`config.mk`:
```
export PLATFORM = sky130hd
export DESIGN_NAME = alu_share_arbiter
export DESIGN_NICKNAME = d
export VERILOG_FILES = /design/src/rtl/alu_share_arbiter.sv
export SDC_FILE = /design/constraint.sdc
export NUM_CORES = 1
export LEC_CHECK = 0
export ABC_AREA = 1
export BUFFER_PORTS_ARGS = -buffer_cell sky130_fd_sc_hd__buf_2
export CORE_ASPECT_RATIO = 2
export CORE_MARGIN = 2
export CORE_UTILIZATION = 49
export DETAILED_ROUTE_END_ITERATION = 8
export GPL_TIMING_DRIVEN = 1
export PLACE_DENSITY = 0.84
export SYNTH_ARGS = -nofsm -noshare
export SYNTH_HDL_FRONTEND = slang
export SYNTH_SLANG_ARGS = --single-unit
```
`constraint.sdc`:
```
create_clock -name clk -period 11.8 [get_ports clk]
set_input_delay 1.18 -clock clk [delete_from_list [all_inputs] [get_ports clk]]
set_output_delay 1.18 -clock clk [all_outputs]
set_load 0.01 [all_outputs]
```
`src/rtl/alu_share_arbiter.sv`:
```
// Two-requester arbiter sharing one single-cycle ALU and one response register.
// Optional macro ALU_ARB_FIXED_PRIO_EN: port 0 always wins contention (no round-robin pointer).
module alu_share_arbiter #(
  parameter int WIDTH = 32
) (
  input  logic             clk,
  input  logic             rst_n,
  input  logic             req_valid_0,
  output logic             req_ready_0,
  input  logic [WIDTH-1:0] req_a_0,
  input  logic [WIDTH-1:0] req_b_0,
  input  logic [3:0]       req_op_0,
  input  logic             req_valid_1,
  output logic             req_ready_1,
  input  logic [WIDTH-1:0] req_a_1,
  input  logic [WIDTH-1:0] req_b_1,
  input  logic [3:0]       req_op_1,
  output logic             rsp_valid_0,
  input  logic             rsp_ready_0,
  output logic             rsp_valid_1,
  input  logic             rsp_ready_1,
  output logic [WIDTH-1:0] rsp_result,
  output logic             rsp_zero
);

  logic             full;
  logic             owner;
  logic             grant_0;
  logic             grant_1;
  logic             drain;
  logic             room;
  logic             accept;
  logic             sel;
  logic [WIDTH-1:0] alu_a;
  logic [WIDTH-1:0] alu_b;
  logic [3:0]       alu_op;
  logic [WIDTH-1:0] alu_y;

`ifdef ALU_ARB_FIXED_PRIO_EN
  always_comb begin
    grant_0 = req_valid_0;
    grant_1 = req_valid_1 & !req_valid_0;
  end
`else
  logic ptr;

  always_comb begin
    grant_0 = req_valid_0 & (!req_valid_1 | !ptr);
    grant_1 = req_valid_1 & (!req_valid_0 | ptr);
  end

  // Pointer flips to the other port after every transfer so contention alternates.
  always_ff @(posedge clk or negedge rst_n) begin
    if (!rst_n) begin
      ptr <= 1'b0;
    end else if (accept) begin
      ptr <= !sel;
    end
  end
`endif

  // Draining the owner's response frees the register for a new accept in the same cycle.
  assign drain       = full & (owner ? rsp_ready_1 : rsp_ready_0);
  assign room        = !full | drain;
  assign req_ready_0 = rst_n & grant_0 & room;
  assign req_ready_1 = rst_n & grant_1 & room;
  assign accept      = (req_valid_0 & req_ready_0) | (req_valid_1 & req_ready_1);
  assign sel         = req_valid_1 & req_ready_1;

  assign alu_a  = sel ? req_a_1  : req_a_0;
  assign alu_b  = sel ? req_b_1  : req_b_0;
  assign alu_op = sel ? req_op_1 : req_op_0;

  always_comb begin
    alu_y = '0;
    case (alu_op)
      4'b0000: alu_y = alu_a & alu_b;
      4'b0001: alu_y = alu_a | alu_b;
      4'b0010: alu_y = alu_a + alu_b;
      4'b0110: alu_y = alu_a - alu_b;
      4'b1100: alu_y = ~(alu_a | alu_b);
      default: alu_y = '0;
    endcase
  end

  // Result and zero flag only change on accept, so they hold through a plain drain.
  always_ff @(posedge clk or negedge rst_n) begin
    if (!rst_n) begin
      full       <= 1'b0;
      owner      <= 1'b0;
      rsp_result <= '0;
      rsp_zero   <= 1'b0;
    end else if (accept) begin
      full       <= 1'b1;
      owner      <= sel;
      rsp_result <= alu_y;
      rsp_zero   <= (alu_y == '0);
    end else if (drain) begin
      full       <= 1'b0;
    end
  end

  assign rsp_valid_0 = full & !owner;
  assign rsp_valid_1 = full & owner;

endmodule

```
### Word level (Yosys, flattened, before mapping)

Index checks and enable logic that the tools add are counted.

* input port bits: 142
* output and inout bits: 37
* logic and storage cells: 45
* flip-flop bits (word level): 36

* bitwise gates (word level): 18
* add/sub/neg operators: 2
* reduce and logical (&&, ||, !) cells: 9
* multiplexer cells: 7
* equal/unequal tests: 4

Operators by type and width (count)
* case mux 32 bit (5 select lines): 1
* two-way mux 32 bit: 2
* adder 32 bit: 1
* AND 32 bit: 1
* zero test 32 bit: 1
* NOT 32 bit: 1
* OR 32 bit: 1
* subtractor 32 bit: 1
* AND 1 bit: 11
* zero test 1 bit: 6
* equality test 4 x 1 -> 1 bit (second input constant): 1
* equality test 4 x 2 -> 1 bit (second input constant): 1
* equality test 4 x 3 -> 1 bit (second input constant): 1
* equality test 4 bit (second input constant): 1
* zero test 4 bit: 1
* two-way mux 4 bit: 1
* OR 1 bit: 4
* two-way mux 1 bit: 3
* nonzero test 2 bit: 1

### Depth between registers and ports, before layout

Gate-level depths: netlist of run 1.

* depth after elaboration: 11
* depth in mapped cells: 36
* depth with buffers taken out: 33

### Worst setup path before layout of run 1

No wires, ideal clock.

* path type: input -> register
* from: in rst_n
* to: reg rsp_zero
* library setup time: 66 ps
* arrival time: 4493 ps
* stages: 31
* slack: 7242 ps
* path buffers: 1
* data required time: 11734 ps
* cell sequence: nand2_1 -> a21oi_4 -> nand2_4 -> buf_6 -> o21ai_2 -> ha_1 -> nand3_2 -> nor2_1 -> nand2_1 -> nor2_2 -> inv_1 -> o21ai_0 -> xor2_1 -> ha_1 -> nand2_1 -> inv_1 -> nand2_1 -> nand2_1 -> a21oi_1 -> nand2_1 -> a21oi_1 -> inv_1 -> a21oi_1 -> nand2_1 -> nand2_1 -> nor2_1 -> nor2_1 -> nand2_1 -> nor2_1 -> nand3_1 -> nand2_1

* cells in the longest elaborated chain, start to end: 8
* elaborated cells on any way between the ends: 22
* those cells by class: 2 x add/sub; 4 x eq/ne; 4 x mux; 10 x bitwise; 2 x reduce/logical

Ends and longest elaborated chain
* start, declared: line 7 `input logic rst_n,`
* branches (longest 8 deep; another with subtractor 32 bit)
* end signal, assigned: line 97 `rsp_zero <= (alu_y == '0);`
* end, declared: line 23 `output logic rsp_zero`

Several ways; the timed one is not identified.
A chain may end at the register's enable or synchronous reset.

### Worst setup path after layout of run 1

Ends and elaborated chain as after synthesis.

==> results of run 1 <==
-- per-layer routing --
metal / routed length (um) / part of all wire (%) / vias up / global-route usage [%]
met1: 9730 / 41 / 3742 / 39.0
met4: 1180 / 5.0 / 0 / 14.6
li1: - / - / 4315 / -
met5: 0 / 0 / - / 0
met3: 1660 / 7.0 / 60 / 2.27
met2: 11100 / 47 / 409 / 53.3
-- metrics by stage --
stage	instance area, um^2	power [mW]	utilization [%]	cells
6_report	7820	1.32	56.9	1565
5_1_grt	7820	1.45	56.9	1565
4_1_cts	7820	1.31	56.9	1565
3_5_place_dp	7670	1.17	55.8	1557
3_3_place_gp	7670	1.16	55.8	1557
2_1_floorplan	6820	0.905	-	1260
-- power by group through the flow --
stage | logic (mW) | clock network (mW) | registers [mW]
5_1_grt | 1.09 | 0.142 | 0.219
3_5_place_dp | 0.957 | 0 | 0.212
2_1_floorplan | 0.667 | 0 | 0.237
6_report | 0.976 | 0.132 | 0.211
4_1_cts | 0.963 | 0.134 | 0.211
3_3_place_gp | 0.945 | 0 | 0.210
-- state kept, by name (all words and copies together), names as in the netlist --
name,count
owner,1
full,1
rsp_result,32
rsp_zero,1
ptr,1
-- worst max-delay path: cells and delay by family --
family	cells	cell delay (ps)
buf+inv	3	890
compound gates	2	1140
simple gates	22	4100
xor+xnor	1	100
fa+ha+maj	1	360
-- cells by family (layout without fill, tap and decap cells) --
logic type               Yosys count  count (layout)  synth area share (%)
AO/OA/AOI/OAI                    136             136                  11.4
XOR/XNOR                          32              32                  4.11
adder cells (fa/ha/maj)           35              35                  6.53
buffers and inverters            195             343                  12.2
flip-flops                        36              36                  13.2
AND/OR/NAND/NOR                  826             826                  52.6
-- worst min-delay path by stage --
stage                           endpoint
after CTS                 rsp_result[25]
after floorplan           rsp_result[14]
after detailed placement  rsp_result[25]
final                     rsp_result[14]
after global placement    rsp_result[25]
after global routing      rsp_result[25]
-- layout make-up --
class,count,share of cell area (%)
Sequential cell,36,11.5
Clock buffer,6,1.78
Tap cell,157,2.51
Timing Repair Buffer,180,11.6
Inverter,155,7.44
Multi-Input combinational cell,1029,65.0
Clock inverter,2,0.128
-- layout by cell type, fill, tap and decap left out, types with 2 or more instances in the layout --
| cell | instances |
|---|---|
| buf_2 | 178 |
| nand3_1 | 129 |
| nand4_1 | 23 |
| o31ai_1 | 2 |
| nand3b_1 | 17 |
| nor4_1 | 6 |
| or2_2 | 8 |
| nor2_2 | 12 |
| xnor2_1 | 2 |
| nor2_1 | 142 |
| o21bai_1 | 3 |
| o311ai_0 | 2 |
| a31oi_1 | 7 |
| nand2_4 | 2 |
| clkinv_2 | 2 |
| a21boi_0 | 2 |
| nor3_1 | 8 |
| clkbuf_16 | 5 |
| buf_4 | 2 |
| o211ai_1 | 4 |
| inv_1 | 146 |
| o21ai_2 | 6 |
| a21o_1 | 4 |
| nand2_2 | 20 |
| o21ai_1 | 14 |
| o21ai_0 | 58 |
| xor2_1 | 30 |
| dfrtp_1 | 36 |
| a21oi_1 | 31 |
| inv_2 | 9 |
| ha_1 | 34 |
| nand2_1 | 450 |
==> impl_metrics.yaml, run 1 <==
clock_network:
  clockRootBuffer: "clkbuf_16"
  numCtsBuffers: 5
  clockBufferDepth: 2
  htreeDepth: 2
  cts_tree: "yes"
  cts_setup_buffers: 0
  clock_latency_ps: 280
  cts.sinks: 36
  cts_resized: 0
  postCtsHoldBufs: 0
  clk_pin_slew_worst_paths_ps: 50
timing:
  period_needed_ps: 7600
  period_share_pct: 64.4
  fin_ws_ps: 4200
  grt_setup_unrepaired: "no"
  finalClockSkew_ps: 4.79
  drv_slew: 0
  whs_ps: 477
  hold_viol: 0
  fmax_mhz: 132
  slew_headroom_pct: 27.0
  setup_viol: 0
  tns_ps: 0
  tightest_slew_ps: 1090
setup_path:
  reg2reg_slack_ps: 5440
  crit_path_start_kind: "input port"
  path_max_fanout: 85
  critPathSlowestCell: "a21oi_4"
  reg2reg_depth: 28
  cp-startpoint: "rst_n"
  r2r-end: "rsp_zero"
  cp.arrival_ps: 7810
  cp.required_ps: 12020
  crit_top_cell: "nand2_1"
  cp_slowest_stage_delay_ps: 860
  path_class: "input port to register"
  r2r_start: "owner"
  endpoint: "rsp_zero"
  critPathCaptureType: "register"
synthesis:
  synth_cell_type_count: 46
  synthesis.area_um2: 6820
  synth_area_leaders: "nand2_1 (25%), dfrtp_1 (13%), nand3_1 (9.5%)"
  synth.most_common_cell: "nand2_1"
  synth_edf_count: 0
  ys_async_sr_fraction_pct: 100
  yosys_warnings: 0
  synth_top_area_cell: "nand2_1"
  synth_common_cells: "nand2_1 (450), inv_1 (146), nor2_1 (143)"
  synth_fp_nets: 1437
  synth_cells: 1260
  yosysTopAreaCellShare_pct: 24.8
  ys_dominant_reg_cell: "dfrtp_1"
  ys_seq_area_share_pct: 13.2
  yosys_register_bits: 36
  synth_area_per_cell_um2: 5.41
floorplan:
  start_util_pct: 49.6
  rows: 61
  die_area_um2: 14900
  coreArea_um2: 13700
  fp.dieH_um: 171
  io_pins: 179
  chipWidth_um: 87.4
grt:
  grt_max_degree: 86
  antenna_found_initial: 0
  grt_first_pass_wirelength_mm: 36.8
  grt-ovfl-total: 0
  first_global_vias: 7613
  grt_use_total_pct: 31.2
route:
  drtIter0Drc: 667
  num_vias: 8526
  wl_per_cell_um: 15.1
  drc: 0
  ant_nets: 0
  drt_wl_total_mm: 23.7
  first_pass_iters: 6
  routed_via_density: 5.45
cells_and_area:
  fill_cells: 1417
  seq_area_um2: 901
  antenna_cells: 0
  multi_input_area_um2: 5080
  nNetsFinal: 1584
  syn2layout_area_growth_pct: 14.7
  drive_gt1_share_pct: 17.8
placement:
  gp_congestion: 0.970
  hpwl_mm: 19.8
  place_ws_ps: 3930
  port_buffers: 178
power_and_ir_drop:
  p_sw_share_pct: 56.1
  cellLeakagePower_nw: 4.71
  power.density_nw_per_um2: 169
  switchingPower_mw: 0.739
  clkPwrFrac_pct: 10.0
  p_int_mw: 0.579
  peakVddDrop_mv: 0.0892
  p_seq_share_pct: 16.0
  p_comb_share_pct: 74.0
min_path:
  hp-start: "rsp_result[14]"
  whs_path_depth: 2
  hp-class: "register to register"
run:
  maxCapViolCount: 0
run_status:
  status: "completed"
(Power assumes the default switching activity.)
==> run 2: changes to the inputs <==
- PLACE_DENSITY: 0.84 -> 0.87
- clock period: 11.8 -> 6.6 ns (I/O delays scaled with it)
==> run 2 against run 1 <==
Compared with the run above: critical path depth grew 3; register-to-register slack got worse by 4200 ps; via count rose by 0.87%; utilization grew 0.22 points; sequential power up 80%; flip-flop and latch count unchanged; critical path type unchanged; clock-buffer cell count unchanged; setup slack got worse by 3100 ps; first-iteration DRC count increased by 1.3%; non-clock buffer count rose by 6.
==> impl_metrics.yaml, run 2 (same netlist as run 1, synthesis figures left out) <==
cells_and_area:
  nNetsFinal: 1590
  antenna_cells: 0
  layout_common_cells: "nand2_1 (450), buf_2 (178), inv_1 (146), nor2_1 (142), nand3_1 (129)"
  mostFrequentLayoutCell: "nand2_1"
  largest_reg_flops: 32
  syn2layout_area_growth_pct: 15.1
  design_area_um2: 7850
  final_util_pct: 57.1
  stdcell_count: 1570
  drive_gt1_share_pct: 18.0
  regMostFlops: "rsp_result"
min_path:
  hp-class: "input port to async pin"
clock_network:
  clockRootBuffer: "clkbuf_16"
  clockBufferDepth: 2
  numCtsBuffers: 5
  cts.sinks: 36
  cts_resized: 0
  clock_latency_ps: 280
  clk_pin_slew_worst_paths_ps: 50
  postCtsHoldBufs: 0
  cts_setup_buffers: 0
  cts_tree: "yes"
  htreeDepth: 2
setup_path:
  cp_slowest_stage_delay_ps: 430
  reg2reg_depth: 31
  critPathCaptureType: "register"
  crit_path_start_kind: "input port"
  r2r_start: "ptr"
  reg2reg_slack_ps: 1270
  critPathSlowestCell: "a21oi_4"
  r2r-end: "rsp_zero"
  path_max_fanout: 59
  path_class: "input port to register"
  crit_top_cell: "nand2_1"
  cp.arrival_ps: 5680
  cp_top_family: "simple AND/OR/NAND/NOR gates"
  cp_num_buf_inv: 4
  cp.required_ps: 6820
grt:
  grt_use_total_pct: 31.2
  grt_max_degree: 60
  grt-ovfl-total: 0
  grt_use_met3_pct: 2.12
  grt_first_pass_wirelength_mm: 36.9
  first_global_vias: 7825
  antenna_found_initial: 0
  busiest_layer: "met2"
  globalRouteMet2Util_pct: 52.6
  use_met1_pct: 38.9
placement:
  port_buffers: 178
  placed_area_um2: 7710
  gp_congestion: 1.01
  hpwl_mm: 19.7
  dpl.cell_count: 1563
timing:
  tightest_slew_ps: 1010
  grt_setup_unrepaired: "no"
  fmax_mhz: 183
  setup_viol: 0
  hold_viol: 0
  drv_slew: 0
  period_share_pct: 82.8
  finalClockSkew_ps: 4.81
  period_needed_ps: 5460
  slew_headroom_pct: 32.3
  tns_ps: 0
power_and_ir_drop:
  cellLeakagePower_nw: 4.73
  power.density_nw_per_um2: 298
  power_mw: 2.34
  peakVddDrop_mv: 0.133
floorplan:
  chipWidth_um: 87.4
  start_util_pct: 49.6
  fp.dieH_um: 171
  rows: 61
  die_area_um2: 14900
  io_pins: 179
  coreArea_um2: 13700
route:
  drt_wl_total_mm: 23.4
  ant_nets: 0
  wl_per_cell_um: 14.9
  drc: 0
  first_pass_iters: 5
  drtIter0Drc: 676
  routed_via_density: 5.48
  num_vias: 8600
run_status:
  status: "completed"
run:
  maxCapViolCount: 0
-- run 2: changes by cell type in the layout (fill, tap and decap cells not counted) --
cell      delta
clkbuf_1     +1
clkinv_2     -1
buf_4        +6
clkbuf_8     -1
-- run 2: through the flow --
step / hold slack, ps / setup WS [ps]
2_1_floorplan: 364 / 2560
3_3_place_gp: 460 / 1030
3_5_place_dp: 467 / 967
4_1_cts: 438 / 1240
5_1_grt: 464 / 719
6_report: 420 / 1140
-- run 2: area by class of cell --
| cell class | instances | area [um^2] |
|---|---|---|
| clock buffers | 6 | 129 |
| clock inverters | 1 | 5.00 |
| fillers | 1375 | 5890 |
| inverters | 155 | 582 |
| multi-input cells | 1029 | 5080 |
| flip-flops and latches | 36 | 901 |
| well taps | 157 | 196 |
| repair buffers | 186 | 951 |
-- run 2: how the worst max path moves through the flow --
stage           from        to  slack, ps  cells past startpoint
5_1_grt        rst_n  rsp_zero        720                     32
3_5_place_dp   rst_n  rsp_zero        970                     32
3_3_place_gp   rst_n  rsp_zero       1030                     32
4_1_cts        rst_n  rsp_zero       1240                     32
2_1_floorplan  rst_n  rsp_zero       2560                     31
6_report       rst_n  rsp_zero       1140                     32
-- run 2: power by group --
part           internal [mW]  switching (mW)  leakage, nW
Clock                  0.137          0.0839       0.0667
Combinational          0.571            1.17         4.19
Sequential             0.323          0.0571        0.468
-- run 2: layer usage --
| metal | vias up | share of wire, % |
|---|---|---|
| li1 | 4325 | - |
| met2 | 444 | 46 |
| met3 | 70 | 7.4 |
| met4 | 0 | 5.3 |
| met5 | - | 0 |
| met1 | 3761 | 41 |
